$ cat src/rtl/reg_write_arbiter_if.sv
// Request/issue bundle between the control unit and the register-write arbiter.
interface reg_write_arbiter_if #(
  parameter int DATA_W = 32
);
  logic              alu_valid;
  logic              alu_dst;
  logic [DATA_W-1:0] alu_data;
  logic              alu_ready;
  logic              mem_valid;
  logic              mem_dst;
  logic [DATA_W-1:0] mem_data;
  logic              mem_ready;
  logic              link_valid;
  logic [DATA_W-1:0] link_data;
  logic              link_ready;
  logic              sp_valid;
  logic [DATA_W-1:0] sp_data;
  logic              sp_ready;
  logic              hold;
  logic [2:0]        BancoWriteReg;
  logic              RegWrite;
  logic [DATA_W-1:0] WriteData;
  logic              busy;

  modport master (
    output alu_valid, alu_dst, alu_data,
    output mem_valid, mem_dst, mem_data,
    output link_valid, link_data,
    output sp_valid, sp_data,
    output hold,
    input  alu_ready, mem_ready, link_ready, sp_ready,
    input  BancoWriteReg, RegWrite, WriteData, busy
  );

  modport slave (
    input  alu_valid, alu_dst, alu_data,
    input  mem_valid, mem_dst, mem_data,
    input  link_valid, link_data,
    input  sp_valid, sp_data,
    input  hold,
    output alu_ready, mem_ready, link_ready, sp_ready,
    output BancoWriteReg, RegWrite, WriteData, busy
  );
endinterface

$ cat src/rtl/reg_write_arbiter.sv
// Round-robin arbiter for the single register-bank write port.
// Requesters: 0 = alu, 1 = mem, 2 = link, 3 = sp; each has a one-entry buffer.
module reg_write_arbiter #(
  parameter int         DATA_W    = 32,
  parameter logic [2:0] SP_CODE   = 3'd3,
  parameter logic [2:0] LINK_CODE = 3'd4
) (
  input logic            clk,
  input logic            reset,
  reg_write_arbiter_if.slave bus
);

  logic [3:0]        pend;
  logic [3:0]        valid;
  logic [3:0]        accept;
  logic [DATA_W-1:0] data_q  [4];
  logic [2:0]        code_q  [4];
  logic [DATA_W-1:0] in_data [4];
  logic [2:0]        in_code [4];
  logic [1:0]        rr_ptr;
  logic [1:0]        winner;
  logic              found;
  logic              issue;
  logic              regwrite_q;
  logic [2:0]        bwr_q;
  logic [DATA_W-1:0] wdata_q;

  // Gather incoming requests; ready depends only on registered pend.
  always_comb begin
    valid      = {bus.sp_valid, bus.link_valid, bus.mem_valid, bus.alu_valid};
    accept     = valid & ~pend;
    in_data[0] = bus.alu_data;
    in_data[1] = bus.mem_data;
    in_data[2] = bus.link_data;
    in_data[3] = bus.sp_data;
    in_code[0] = bus.alu_dst ? 3'd1 : 3'd0;
    in_code[1] = bus.mem_dst ? 3'd2 : 3'd0;
    in_code[2] = LINK_CODE;
    in_code[3] = SP_CODE;
  end

  // Pick the first pending requester starting at rr_ptr.
  always_comb begin
    logic [1:0] idx;
    idx    = '0;
    winner = rr_ptr;
    found  = 1'b0;
    for (int unsigned k = 0; k < 4; k++) begin
      idx = rr_ptr + 2'(k);
      if (!found && pend[idx]) begin
        winner = idx;
        found  = 1'b1;
      end
    end
    issue = found & ~bus.hold;
  end

  // Capture accepted requests and issue at most one write per cycle.
  // Accept and issue never touch the same pend bit in one edge, since a
  // pending requester is not ready.
  always_ff @(posedge clk or posedge reset) begin
    if (reset) begin
      pend       <= '0;
      rr_ptr     <= '0;
      regwrite_q <= 1'b0;
      bwr_q      <= '0;
      wdata_q    <= '0;
      for (int unsigned i = 0; i < 4; i++) begin
        data_q[i] <= '0;
        code_q[i] <= '0;
      end
    end else begin
      for (int unsigned i = 0; i < 4; i++) begin
        if (accept[i]) begin
          pend[i]   <= 1'b1;
          data_q[i] <= in_data[i];
          code_q[i] <= in_code[i];
        end
      end
      if (issue) begin
        regwrite_q   <= 1'b1;
        bwr_q        <= code_q[winner];
        wdata_q      <= data_q[winner];
        pend[winner] <= 1'b0;
        rr_ptr       <= winner + 2'd1;
      end else begin
        regwrite_q <= 1'b0;
      end
    end
  end

  assign bus.alu_ready     = ~pend[0];
  assign bus.mem_ready     = ~pend[1];
  assign bus.link_ready    = ~pend[2];
  assign bus.sp_ready      = ~pend[3];
  assign bus.busy          = |pend;
  assign bus.RegWrite      = regwrite_q;
  assign bus.BancoWriteReg = bwr_q;
  assign bus.WriteData     = wdata_q;

endmodule

$ cat src/flat_wrapper.sv
// flat-port wrapper written by rule: the top's interface ports become plain ports
module reg_write_arbiter_flat 
#(
  parameter int         DATA_W    = 32,
  parameter logic [2:0] SP_CODE   = 3'd3,
  parameter logic [2:0] LINK_CODE = 3'd4
)
  (clk, reset, bus_alu_valid, bus_alu_dst, bus_alu_data, bus_mem_valid, bus_mem_dst, bus_mem_data, bus_link_valid, bus_link_data, bus_sp_valid, bus_sp_data, bus_hold, bus_alu_ready, bus_mem_ready, bus_link_ready, bus_sp_ready, bus_BancoWriteReg, bus_RegWrite, bus_WriteData, bus_busy);
  reg_write_arbiter_if #(.DATA_W(DATA_W)) bus_i ();
  input logic clk;
  input logic reset;
  input wire logic [$bits(bus_i.alu_valid)-1:0] bus_alu_valid;
  input wire logic [$bits(bus_i.alu_dst)-1:0] bus_alu_dst;
  input wire logic [$bits(bus_i.alu_data)-1:0] bus_alu_data;
  input wire logic [$bits(bus_i.mem_valid)-1:0] bus_mem_valid;
  input wire logic [$bits(bus_i.mem_dst)-1:0] bus_mem_dst;
  input wire logic [$bits(bus_i.mem_data)-1:0] bus_mem_data;
  input wire logic [$bits(bus_i.link_valid)-1:0] bus_link_valid;
  input wire logic [$bits(bus_i.link_data)-1:0] bus_link_data;
  input wire logic [$bits(bus_i.sp_valid)-1:0] bus_sp_valid;
  input wire logic [$bits(bus_i.sp_data)-1:0] bus_sp_data;
  input wire logic [$bits(bus_i.hold)-1:0] bus_hold;
  output wire logic [$bits(bus_i.alu_ready)-1:0] bus_alu_ready;
  output wire logic [$bits(bus_i.mem_ready)-1:0] bus_mem_ready;
  output wire logic [$bits(bus_i.link_ready)-1:0] bus_link_ready;
  output wire logic [$bits(bus_i.sp_ready)-1:0] bus_sp_ready;
  output wire logic [$bits(bus_i.BancoWriteReg)-1:0] bus_BancoWriteReg;
  output wire logic [$bits(bus_i.RegWrite)-1:0] bus_RegWrite;
  output wire logic [$bits(bus_i.WriteData)-1:0] bus_WriteData;
  output wire logic [$bits(bus_i.busy)-1:0] bus_busy;
  assign bus_i.alu_valid = bus_alu_valid;
  assign bus_i.alu_dst = bus_alu_dst;
  assign bus_i.alu_data = bus_alu_data;
  assign bus_i.mem_valid = bus_mem_valid;
  assign bus_i.mem_dst = bus_mem_dst;
  assign bus_i.mem_data = bus_mem_data;
  assign bus_i.link_valid = bus_link_valid;
  assign bus_i.link_data = bus_link_data;
  assign bus_i.sp_valid = bus_sp_valid;
  assign bus_i.sp_data = bus_sp_data;
  assign bus_i.hold = bus_hold;
  assign bus_alu_ready = bus_i.alu_ready;
  assign bus_mem_ready = bus_i.mem_ready;
  assign bus_link_ready = bus_i.link_ready;
  assign bus_sp_ready = bus_i.sp_ready;
  assign bus_BancoWriteReg = bus_i.BancoWriteReg;
  assign bus_RegWrite = bus_i.RegWrite;
  assign bus_WriteData = bus_i.WriteData;
  assign bus_busy = bus_i.busy;
  reg_write_arbiter #(.DATA_W(DATA_W), .SP_CODE(SP_CODE), .LINK_CODE(LINK_CODE)) u_core (.clk(clk), .reset(reset), .bus(bus_i));
endmodule
$ cat config.mk
export PLATFORM = sky130hd
export DESIGN_NAME = reg_write_arbiter_flat
export DESIGN_NICKNAME = d
export VERILOG_FILES = /design/src/rtl/reg_write_arbiter_if.sv /design/src/rtl/reg_write_arbiter.sv /design/src/flat_wrapper.sv
export SDC_FILE = /design/constraint.sdc
export NUM_CORES = 1
export LEC_CHECK = 0
export CORE_MARGIN = 3
export CORE_UTILIZATION = 51
export DETAILED_ROUTE_END_ITERATION = 7
export GPL_TIMING_DRIVEN = 0
export PLACE_DENSITY = 0.92
export SYNTH_ARGS = -nofsm -noshare
export SYNTH_HDL_FRONTEND = slang
export SYNTH_SLANG_ARGS = --single-unit
$ cat constraint.sdc
create_clock -name clk -period 6.96 [get_ports clk]
set_input_delay 1.392 -clock clk [delete_from_list [all_inputs] [get_ports clk]]
set_output_delay 1.392 -clock clk [all_outputs]
set_load 0.02 [all_outputs]
==> flow_metrics.tcl <==
set metrics [dict create \
    finalCritPeriodShare 0.515 \
    grt_pass1_vias 6196 \
    synth.top_cell.area_share 0.556 \
    fin_skew_ps 8.92 \
    die_width_um 130 \
    clk_pin_slew_ps 60 \
    antenna_found_initial 1 \
    die_height_um 130 \
    syn_avg_cell_area_um2 13.1 \
    dpl.cell_count 960 \
    post_layout_nonfiller_instances 991 \
    worstPathRequired_ps 5570 \
    p_leak_uw 0.00424 \
    cp_num_buf_inv 3 \
    regArea_um2 4350 \
    grt_start_max_net_pins 89 \
    maxSlewViolCount 0 \
    crit_end "bus_mem_ready" \
    yosys-top-cells-area "dfrtp_1, mux2_2, a211oi_1" \
    slowest_stage "clkdlybuf4s50_1" \
    via_per_inst 5.75 \
    synth_area_um2 7830 \
    slowest_delay_ps 700 \
    ys_ff_latch 174 \
    async_reset_ff_frac 1.00 \
    drive_above_1_share 0.253 \
    slew_headroom 0.463 \
    gp_congestion 0.869 \
    insertion_delay_ps 430 \
    syn_to_final_growth_pct 33.3 \
    start_kind "flop" \
    setup_slack_ps 3380 \
    rsz0062_at_grt "false" \
    tightest_slew_ps 805 \
    syn_nets 735 \
    outcome "complete, no violations" \
    wl_per_cell_um 21.1 \
    dp_hpwl_um 15000 \
    rows 44 \
    clock-sinks 174 \
    initial_utilization 0.530 \
    synth_most_common_cell "dfrtp_1" \
    grt-ovfl-total 0 \
    dieArea_um2 16900 \
    rr_worst_depth 8 \
    maxCapViolations 0 \
    synth-seq-area-share 0.556 \
    cts-root-buf "clkbuf_16" \
    synth_edf_count 0 \
    postRouteAntennaNets 0 \
    clock.fmax_mhz 279 \
    cp.depth 3 \
    drt_iter0_drc 402 \
    h-tree-depth 4 \
    vias 5702 \
    synth_ff_type "dfrtp_1" \
    grt_pass1_wl_um 32600 \
    io_pins 178 \
    yosys.area.top_type "dfrtp_1" \
    peakVddDrop_mv 0.274 \
    final_core_util 0.707 \
    hold_path.class "reg -> reg" \
    multi_input_area_um2 3200 \
    fin_nets 932 \
    routedLengthMet1_um 8880 \
    synth_cells 598 \
    hold_slack_ps 495 \
    yosysWarnings 0 \
    period_needed_ps 3580 \
    reg2reg_from "u_core.pend[0]" \
    pre_cts_slack_ps 3340 \
    wirelength_um 20900 \
    ys_top_cells_by_count "dfrtp_1, mux2_2, a211oi_1" \
    timing.rr.end "u_core.bus.WriteData[7]" \
    top_layer_used "met5" \
    cts_buffers 17 \
    core_area_um2 14800 \
    cts_tree "built" \
    post-route-drc-count 0 \
    crit_chain "inv_2, clkbuf_1, clkdlybuf4s50_1" \
    worst-r2r-setup-slack_ps 4480 \
    endpoint_kind "output port" \
    totalPowerFinal_uw 5050 \
    setup_viol 0 \
    dr_wl_met2_um 10400 \
    drt_first_pass_iters 4 \
    whs_path_depth 1 \
    worstPathArrival_ps 2190 \
    synth_cell_types 37 \
    cts-resized-gates 0 \
    nFillCells 971 \
    num_antenna_cells 0 \
    crit_start "u_core.pend[1]" \
    cp_max_fo 10 \
    hold_buffers 0 \
    cp_top_family "buffers and inverters" \
    hold_viol 0 \
    cts_setup_buffers 0 \
    cellPowerDensity_nw_per_um2 484 \
    portBuffers 177 \
    clockBufferDepth 2 \
    routed-wl-met3_um 1350 \
    grt_usage 0.254 \
    path_class "reg -> out" \
]
## flip-flops by register name, summed over array words and instances, names as in the netlist
register and flops:
u_core.bus.BancoWriteReg 3, u_core.pend 4, u_core.code_q 4, u_core.rr_ptr 2, u_core.bus.RegWrite 1, u_core.bus.WriteData 32, u_core.data_q 128
## power breakdown
group | internal, uW | leakage (uW) | switching, uW
Clock | 535 | 0.000269 | 385
Combinational | 1110 | 0.00194 | 1190
Sequential | 1520 | 0.00203 | 302
Total | 3170 | 0.00424 | 1880
## final cells by class
cell class | instances | share of cell area
Clock inverter | 10 | 0.0110
Buffer | 50 | 0.0233
Inverter | 7 | 0.00324
Timing Repair Buffer | 178 | 0.173
Multi-Input combinational cell | 367 | 0.307
Clock buffer | 21 | 0.0432
Tap cell | 184 | 0.0221
Sequential cell | 174 | 0.418
## stage by stage
stage | area, um2 | TNS, ps
floorplan | 7830 | 0
global placement | 9830 | -170250
detailed placement | 9860 | 0
CTS | 10400 | 0
global route | 10400 | 0
finish | 10400 | 0
## cell families (layout without fill, tap and decap cells)
family,after synthesis,in the layout,share of synthesized area
AO/OA/AOI/OAI,113,113,0.126
AND/OR/NAND/NOR,90,90,0.0523
XOR/XNOR,1,1,0.00112
flip-flops,174,174,0.556
buffers and inverters,57,266,0.0344
multiplexers,163,163,0.229
## per-layer routing
layer / vias up / global-route usage
met1: 2881 / 0.328
li1: 2576 / -
met3: 30 / 0.0643
met4: 2 / 0.0672
met5: - / 0
met2: 213 / 0.431
## cell usage in the layout (no fill, tap or decap), drive strengths merged, types with 3 or more instances in the layout
cell type	instances
clkinvlp	3
o22a	3
clkbuf	60
nor2b	6
o21ai	4
mux2	130
o21a	3
dfrtp	174
nand2	35
clkdlybuf4s50	177
a211oi	97
buf	12
or2	3
clkinv	5
mux2i	33
inv	7
nor2	37
## worst min-delay path by stage
| stage | slack (ps) | end | startpoint |
|---|---|---|---|
| final | 500 | u_core.code_q[5] | u_core.code_q[5] |
| after global routing | 520 | u_core.data_q[108] | u_core.data_q[108] |
| after CTS | 500 | u_core.code_q[5] | u_core.code_q[5] |
| after detailed placement | 480 | u_core.code_q[5] | u_core.code_q[5] |
| after global placement | 450 | u_core.code_q[5] | u_core.code_q[5] |
| after floorplan | 440 | u_core.code_q[5] | u_core.code_q[5] |
(Power assumes the default switching activity.)
